File: src/rtl/expr_emitter.sv
// ============================================================================
// expr_emitter : serialises a stored "digit (op digit)*" expression to ASCII
// Rev 1.0
// ============================================================================
`default_nettype none

module expr_emitter #(
    parameter int MAX_TERMS = 4,
    localparam int OPS_W    = (MAX_TERMS > 1) ? MAX_TERMS - 1 : 1
) (
    input  logic                   clk,
    input  logic                   clr_n,
    input  logic                   start,
    input  logic [2:0]             n_terms,
    input  logic [4*MAX_TERMS-1:0] digits,
    input  logic [OPS_W-1:0]       ops,
    output logic [7:0]             out_ch,
    output logic                   out_vld,
    input  logic                   out_rdy,
    output logic                   busy,
    output logic                   done,
    output logic                   err
);

    typedef enum logic [1:0] {
        IDLE = 2'd0,
        DIG  = 2'd1,
        OP   = 2'd2,
        FIN  = 2'd3
    } state_t;

    localparam logic [2:0] MAX_N = 3'(MAX_TERMS);

    state_t                 state, state_nx;
    logic [2:0]             idx;
    logic [2:0]             sh_n;
    logic [4*MAX_TERMS-1:0] sh_digits;
    logic [OPS_W-1:0]       sh_ops;
    logic                   err_r;
    logic                   req_ok;
    logic                   load;
    logic                   adv;
    logic [3:0]             cur_digit;
    logic                   cur_op;

    // Request is legal only if the count is in range and every used digit is 0..9
    always_comb begin
        req_ok = (n_terms != 3'd0) && (n_terms <= MAX_N);
        for (int i = 0; i < MAX_TERMS; i++) begin
            if ((3'(i) < n_terms) && (digits[4*i +: 4] > 4'd9)) begin
                req_ok = 1'b0;
            end
        end
    end

    always_comb begin
        state_nx = state;
        load     = 1'b0;
        adv      = 1'b0;
        case (state)
            IDLE: begin
                if (start) begin
                    if (req_ok) begin
                        state_nx = DIG;
                        load     = 1'b1;
                    end else begin
                        state_nx = FIN;
                    end
                end
            end
            DIG: begin
                if (out_rdy) begin
                    state_nx = (idx == sh_n - 3'd1) ? FIN : OP;
                end
            end
            OP: begin
                if (out_rdy) begin
                    state_nx = DIG;
                    adv      = 1'b1;
                end
            end
            FIN:     state_nx = IDLE;
            default: state_nx = IDLE;
        endcase
    end

    always_ff @(posedge clk or negedge clr_n) begin
        if (!clr_n) begin
            state <= IDLE;
        end else begin
            state <= state_nx;
        end
    end

    always_ff @(posedge clk or negedge clr_n) begin
        if (!clr_n) begin
            idx       <= 3'd0;
            sh_n      <= 3'd0;
            sh_digits <= '0;
            sh_ops    <= '0;
            err_r     <= 1'b0;
        end else begin
            if (state == IDLE && start) begin
                err_r <= ~req_ok;
            end
            if (load) begin
                idx       <= 3'd0;
                sh_n      <= n_terms;
                sh_digits <= digits;
                sh_ops    <= ops;
            end else if (adv) begin
                idx <= idx + 3'd1;
            end
        end
    end

    // Explicit mux keeps the shadow select free of variable-width index arithmetic
    always_comb begin
        cur_digit = 4'd0;
        cur_op    = 1'b0;
        for (int i = 0; i < MAX_TERMS; i++) begin
            if (idx == 3'(i)) begin
                cur_digit = sh_digits[4*i +: 4];
            end
        end
        for (int i = 0; i < MAX_TERMS - 1; i++) begin
            if (idx == 3'(i)) begin
                cur_op = sh_ops[i];
            end
        end
    end

    always_comb begin
        out_vld = 1'b0;
        out_ch  = 8'h00;
        case (state)
            DIG: begin
                out_vld = 1'b1;
                out_ch  = 8'h30 + {4'd0, cur_digit};
            end
            OP: begin
                out_vld = 1'b1;
                out_ch  = cur_op ? 8'h2A : 8'h2B;
            end
            default: begin
                out_vld = 1'b0;
                out_ch  = 8'h00;
            end
        endcase
    end

    assign busy = (state != IDLE);
    assign done = (state == FIN);
    assign err  = err_r;

endmodule

`default_nettype wire

File: config.mk
export PLATFORM = sky130hd
export DESIGN_NAME = expr_emitter
export DESIGN_NICKNAME = d
export VERILOG_FILES = /design/src/rtl/expr_emitter.sv
export SDC_FILE = /design/constraint.sdc
export NUM_CORES = 1
export LEC_CHECK = 0
export ABC_AREA = 1
export CORE_MARGIN = 2
export CORE_UTILIZATION = 53
export CTS_CLUSTER_DIAMETER = 50
export CTS_CLUSTER_SIZE = 16
export DETAILED_ROUTE_END_ITERATION = 8
export PLACE_DENSITY = 0.82
export REMOVE_ABC_BUFFERS = 1
export SKIP_CTS_REPAIR_TIMING = 1
export SKIP_LAST_GASP = 1
export SLEW_MARGIN = 20
export SYNTH_ARGS = -nofsm -noshare
export SYNTH_HDL_FRONTEND = slang
export SYNTH_SLANG_ARGS = --single-unit
File: constraint.sdc
create_clock -name clk -period 4.32 [get_ports clk]
set_clock_uncertainty 0.1 [all_clocks]
set_input_delay 1.08 -clock clk [delete_from_list [all_inputs] [get_ports clk]]
set_output_delay 1.08 -clock clk [all_outputs]
set_load 0.01 [all_outputs]
# [After elaboration in Yosys (flattened, before gate mapping)]
# Cells that the tools add are included.
[op_classes] magnitude_cmp=9 muxes=27 n_addsub=3 n_eq_ne=10 reduce_logical=13 bitwise_logic=1
[op_table] cell="$gt 4x4->1 const B" count=4
[op_table] cell="$mux 4" count=4
[op_table] cell="$mux 1" count=15
[op_table] cell="$pmux 7 s2" count=1
[op_table] cell="$mux 2" count=4
[op_table] cell="$pmux 2 s4" count=1
[op_table] cell="$add 6x4->7 const A" count=1
[op_table] cell="$eq 3x2->1 const B" count=2
[op_table] cell="$logic_and 1x1->1" count=6
[op_table] cell="$lt 1x3->1 const A" count=2
[op_table] cell="$lt 2x3->1 const A" count=2
[op_table] cell="$mux 3" count=2
[op_table] cell="$ne 2x2->1 const B" count=3
[op_table] cell="$eq 2x2->1 const B" count=2
[op_table] cell="$reduce_bool 2->1" count=2
[op_table] cell="$add 3x1->3 const B" count=1
[op_table] cell="$eq 3x1->1 const B" count=1
[op_table] cell="$eq 3x3->1" count=1
[op_table] cell="$le 3x3->1 const B" count=1
[op_table] cell="$logic_not 3->1" count=1
[op_table] cell="$reduce_and 3->1" count=1
[op_table] cell="$reduce_bool 3->1" count=1
[op_table] cell="$sub 3x1->3 const B" count=1
[op_table] cell="$eq 2x1->1 const B" count=1
[op_table] cell="3 further kinds" count=3
[totals] input_bits=26 elab_cells=69 reg_bits=28 output_inout_bits=12

# [Longest topological paths before layout]
# Gate-level depths: netlist of run 1.
[logic_depth] word_depth=10 depth_mapped=9

# [Worst setup path after synthesis of run 1]
# No wires, ideal clock.
[synth_timing] kind="register to output" from="register idx[2]" to="output port out_ch[0]" setup_slack_ns=1.817 path_stages_with_launch=9 path_buffers=1 arrival_ns=1.323 cell_sequence="dfrtp_1 inv_1 buf_2 ha_1 inv_1 nor2_1 nor2_1 nand2_1 a21oi_1"
[synth_via] elab_chain_len=7 elab_cells_between_ends=14
[synth_rtl] item="start, declared" line_no="35" source="logic [2:0] idx;"
[synth_rtl] item="start signal, assigned" line_no="112" source="idx <= idx + 3'd1;"
[synth_rtl] item="$logic_not 3->1" line_no="122, 127"
[synth_rtl] item="$mux 4 (4 in a row)" line_no="122" source="if (idx == 3'(i)) begin"
[synth_rtl] item="$add 6x4->7" line_no="139" source="out_ch = 8'h30 + {4'd0, cur_digit};"
[synth_rtl] item="$pmux 7 s2 (*)" line_no="136" source="case (state)"
[synth_rtl] item="end, declared" line_no="17" source="output logic [7:0] out_ch,"
# Mark *: on every way between the ends. The rest lies on a longest branch, timed or not.

# [Final worst setup path of run 1]
# Same ends and word-level chain as after synthesis.

==> impl_results.md, run 1 <==
* H-tree levels at 1
* Adder-cell share of the synthesized area at 7.37%
* Die Span X at between 60 and 70 µm
* Multiplexer share of the synthesized area at less than 1%
* Die Y-Extent at between 60 and 70 µm
* Tmin final at 3540 ps
* Wire length per cell at around 12 µm
* CTS max path bufs at 2
* Wire length on met1 at around 1900 µm
* Final wirelength at approximately 4000 µm
* Antenna diodes at 0
* Layout cells sized above 1 at about 3.1%
* Highest clock rate at around 280 MHz
* Grt ovf at 0
* Synth Area in Simple Gates at 35.9%
* Root buffer cell: clkbuf_4
* CTS Buf Count at 3
* Area growth, synth to finish at 19.2%
* Met3 routed WL at about 90 µm
* Antenna violations before repair at 0
* Mapped Area at between 1500 and 2000 µm²
* Port Buffers at 35
* I/O pins at 38
* Top cells by area, synth: dfrtp_1 38%, nand2_1 20%, inv_1 7.6%, ha_1 7.4%, nand4_1 7.4%
* Mapped Avg Cell Area at 7.10 µm²
* Placement Rows at 21
* Synth Area in XOR/XNOR at under 10%
* Final core utilization at 66.2%
* Final setup viols at 0
* Fin. max-slew vios at 0
* Unrepaired setup endpoints after global routing: false
* Post-synthesis compound-gate area fraction at between 4 and 5%
* Warnings from Yosys at 0
* Power Dens Cells at between 600 and 700 nW/µm²
* Number of synthesized register bits at 28
* Crit end category: output port
* Most common cell after layout, fill and taps aside: nand2_1
* Status: finished, final reports clean
* Largest family of logic cells by synthesized area: simple AND/OR/NAND/NOR gates
* Vias in the first global route at about 1,700
* Lkg Pwr at 1.20 nW
* Setup TNS Final at 0 ps
* DRC at 0
* Routed Antenna Nets at 0
* Distinct cells, synth at 25
* Global placement routability congestion at 0.903
* Gate Count Post-Synth at approximately 260
* Nets at 330
* Largest area contributor in the netlist: dfrtp_1
* Slew headroom at 61.5%
* Commonest cells after routing, fill and taps aside: 97 x nand2_1, 38 x inv_1, 35 x clkdlybuf4s50_1
* Via-to-Cell Ratio at a little over 5
* Clock-pin transition on the worst setup and hold timing paths at ~140 ps
* Endpoints failing hold at 0
* Fillcell total at approximately 330
* First-pass GRT wire length at 7250 µm
* Slew @ Worst Pin at 577 ps
* Post-DP HPWL at around 3000 µm
* CP Max Fanout at 12
* CTS tree: yes
* Number of max-cap violations at 0
* Total GRT Usage at between 20 and 25%
* DRT iter0 DRCs at 78
* Post-synth top area share at a little under two fifths
* Min-delay worst type: reg2reg
* CTS sink count at 28
* Critical Path RT at 3140 ps
* Register area share after synthesis at 37.5%
* DR pass1 iterations at 4
* DIE AREA at ~4000 µm²
* Arrival @ worst endpoint at 2360 ps
* Setup CP Type: reg2out
* Max layer used: met4
* Startpoint types: flop
* Initial core utilization at about 56%
* Core area at 3360 µm²
* Largest net degree at the start of global routing at 29
* Worst ir drop on vdd at approximately 250 µV
* Period Utilization, post-route at between 80% and 90%
* Clk Latency, worst-skew pair at 330 ps
* Vias post-DR at 1,731
* Metal2 WL at 1930 µm
[registers in the layout, indices dropped and copies added, names as in the netlist]
signal	count
state	2
sh_n	3
sh_ops	3
err	1
idx	3
sh_digits	16
[metrics by stage]
| step | hold slack (ps) | cell area (µm²) | worst slack, ps | power (mW) | cells |
|---|---|---|---|---|---|
| 2_1_floorplan | 342 | 1790 | 1820 | 0.999 | 252 |
| 3_3_place_gp | 355 | 2200 | 1200 | 1.26 | 334 |
| 3_5_place_dp | 359 | 2200 | 1180 | 1.28 | 334 |
| 4_1_cts | 392 | 2230 | 788 | 1.39 | 337 |
| 5_1_grt | 420 | 2230 | 603 | 1.54 | 337 |
| 6_report | 393 | 2230 | 776 | 1.39 | 337 |
[synthesized netlist by cell type (all sizes together)]
cell type,instances
o21ai,5
conb,1
o211ai,2
nand4,22
nand2,97
o21bai,1
xor2,2
or2,1
dfrtp,28
a31oi,1
a21oi,6
ha,11
nand3,17
nor3,1
clkbuf,2
buf,10
nor2,14
inv,40
xnor2,1
mux2,1
[final timing paths]
kind                            cells after the start                         to                 start  slack [ps]
min in group asynchronous                           2  sh_digits[10]$_DFFE_PN0P_                 clr_n        1010
max in group asynchronous                           2   sh_digits[6]$_DFFE_PN0P_                 clr_n        2840
worst min-delay path                                2        sh_n[1]$_DFFE_PN0P_   sh_n[1]$_DFFE_PN0P_         390
worst max-delay path                                8                  out_ch[0]    idx[2]$_DFFE_PN0P_         780
worst max register to register                      7   sh_digits[5]$_DFFE_PN0P_  state[0]$_DFFE_PN0P_        2370
worst min register to register                      2        sh_n[1]$_DFFE_PN0P_   sh_n[1]$_DFFE_PN0P_         390
[metal layers]
metal / up-vias / GRT usage, %
met5: - / 0
met2: 26 / 38.6
met3: 8 / 2.50
met1: 815 / 28.9
met4: 0 / 8.42
li1: 882 / -
[critical path: stages (launching register included)]
cell and delay [ps]:
dfrtp_1 440, inv_1 210, ha_1 260, inv_1 200, nor2_1 70, nor2_1 100
nand2_1 60, a21oi_1 140, clkdlybuf4s50_1 550
[final cells by class]
class	instances	area [µm²]	area share (%)
clock buffers	3	22.5	1.01
inverters	40	150	6.75
multi-input cells	184	937	42.1
flip-flops and latches	28	701	31.5
well taps	46	57.6	2.59
repair buffers	36	358	16.1
[where the power goes]
part	switching [mW]	internal, mW	total [mW]
Clock	0.0768	0.0328	0.110
Combinational	0.439	0.342	0.781
Sequential	0.106	0.392	0.498
Total	0.622	0.767	1.39
[logic make-up (layout without fill, tap and decap cells)]
group	Yosys count	in the layout
XOR/XNOR	3	3
adder cells (fa/ha/maj)	11	11
AND/OR/NAND/NOR	152	152
buffers and inverters	52	79
other	1	2
multiplexers	1	1
AO/OA/AOI/OAI	15	15
flip-flops	28	28
(Power assumes the default switching activity.)
==> run 2, diff against run 1 <==
Settings changed: CORE_UTILIZATION 53 to 51, PLACE_DENSITY 0.82 to 0.79.
Clock period 4.32 ns to 3.3 ns, I/O delays scaled along.
==> run 2 against run 1 <==
Net effect: final area rose by 3.9%; clock power rose by 100%; hold slack improved by 1.7 ps; core utilization rose by 1.5 points; critical path depth rose by 1; flip-flop and latch count did not move; sequential power rose by 33%; count of clock-buffer cells in the layout did not move; sequential share of layout area fell by 1.0 points; non-clock buffer count rose by 6; register-to-register slack got worse by 800 ps; critical path type unchanged; highest routed layer unchanged.
==> impl_results.md, run 2 (same netlist as run 1, synthesis figures left out) <==
* Status: finished, final reports clean
* Final Instance Area at 2310 µm²
* Vias in the first global route at ~1,700
* Initial core utilization at 54.7%
* Tmin final at about 3100 ps
* Vias post-DR at between 1,500 and 2,000
* Number of max-cap violations at 0
* CTS Buf Count at 3
* Nets at ~340
* Clock-pin transition on the worst setup and hold timing paths at around 150 ps
* Met3 Usage GRT at 3.99%
* Largest net degree at the start of global routing at 29
* Routed Antenna Nets at 0
* CTS max path bufs at 2
* Busiest layer in global routing: met2
* Fin. max-slew vios at 0
* Commonest cells after routing, fill and taps aside: 97 x nand2_1, 36 x inv_1, 35 x clkdlybuf4s50_1
* Period Utilization, post-route at 95.4%
* Antenna diodes at 0
* Port Buffers at 35
* Post-DP HPWL at 3180 µm
* CTS sink count at 28
* Critical Path RT at about 2400 ps
* Setup CP Type: reg2out
* DRT iter0 DRCs at ~100
* DRC at 0
* Fillcell total at between 300 and 400
* Highest clock rate at 318 MHz
* Via-to-Cell Ratio at between 5 and 6
* Core area at around 3400 µm²
* Total GRT Usage at between 20 and 25%
* Crit end category: output port
* First-pass GRT wire length at ~7500 µm
* I/O pins at 38
* Final wirelength at between 4000 and 5000 µm
* Arrival @ worst endpoint at 2220 ps
* CP Max Fanout at 6
* Area growth, synth to finish at 23.9%
* Register area at between 700 and 800 µm²
* Final setup viols at 0
* Largest Register: sh_digits
* DIE AREA at between 4000 and 5000 µm²
* Endpoints failing hold at 0
* Die Y-Extent at 64.5 µm
* Startpoint types: flop
* Grt ovf at 0
* Placement Rows at 21
* Grt met1 use at slightly below 30%
* Clk Latency, worst-skew pair at approximately 330 ps
* Lkg Pwr at roughly 1.2 nW
* Min-delay worst type: reg2reg
* Final hold slack at a little under 400 ps
* Layout cells sized above 1 at under 10%
* Root buffer cell: clkbuf_4
* Area of the multi-input gates at ~940 µm²
* CTS tree: yes
* Max FFs per register at 16
* DR pass1 iterations at 4
* Global placement routability congestion at ~0.91
* Wire length per cell at about 12 µm
* GR met2 Demand/Resource at about two fifths
* Total chip power at between 1.5 and 2 mW
* Worst ir drop on vdd at 408 µV
* Power Dens Cells at about 850 nW/µm²
* Most common cell after layout, fill and taps aside: nand2_1
* H-tree levels at 1
* Final core utilization at roughly two thirds
* Antenna violations before repair at 0
* Die Span X at between 60 and 70 µm
* DP Area at about 2200 µm²
[run 2: changes by cell type in the layout (fill, tap and decap cells not counted), sizes merged]
cell,before,now
buf,1,7
bufinv,0,1
clkinvlp,0,1
inv,40,39
[run 2: report_power, final]
part | leakage (nW) | internal [mW] | total (mW) | switching (mW)
clock network | 0.0279 | 0.123 | 0.225 | 0.102
logic | 0.856 | 0.483 | 1.08 | 0.597
registers | 0.349 | 0.517 | 0.664 | 0.147
total | 1.23 | 1.12 | 1.97 | 0.846
[run 2: routing by layer]
layer  vias up  wire length, µm
met5         -                0
met4         0               31
met3         4              145
met2        40             2030
met1       800             1950
li1        898                -
[run 2: worst paths after layout]
kind                       slack (ps)                 startpoint                         to  cells after the start
max                               150         idx[0]$_DFFE_PN0P_                  out_ch[2]                      9
max reg2reg                      1570       state[0]$_DFFE_PN0P_  sh_digits[13]$_DFFE_PN0P_                      7
min in group asynchronous         740                      clr_n   sh_digits[0]$_DFFE_PN0P_                      2
min reg2reg                       400  sh_digits[11]$_DFFE_PN0P_  sh_digits[11]$_DFFE_PN0P_                      2
max in group asynchronous        2090                      clr_n         idx[2]$_DFFE_PN0P_                      2
min                               400  sh_digits[11]$_DFFE_PN0P_  sh_digits[11]$_DFFE_PN0P_                      2
[run 2: stage by stage]
| stage | std cells | setup slack [ps] | TNS [ps] |
|---|---|---|---|
| 6_report | 344 | 153 | 0 |
| 5_1_grt | 344 | -5.90 | -9.78 |
| 4_1_cts | 341 | 78.6 | 0 |
| 3_5_place_dp | 337 | 468 | 0 |
| 3_3_place_gp | 337 | 511 | 0 |
| 2_1_floorplan | 252 | 1050 | 0 |
[run 2: layout make-up]
cell class,count,share of cell area [%]
inverter,40,6.65
multi-input combinational,184,40.7
sequential,28,30.4
clock buffer,3,0.973
timing repair buffer,42,17.4
tap,46,2.49
clock inverter,1,1.30
[run 2: critical path, stage by stage, from the launching register on]
cell and delay, ps:
dfrtp_2 470, inv_1 90, ha_1 220, inv_1 60, nor2_1 120, nand2_1 60
nand2_1 60, o211ai_1 90, a21oi_1 160, clkdlybuf4s50_1 560
==> run 3, diff against run 2 <==
Settings changed: ABC_CLOCK_PERIOD_IN_PS set to 3300.
==> results of run 3 <==
Final layout, timing and power as in run 2 (identical DEF).
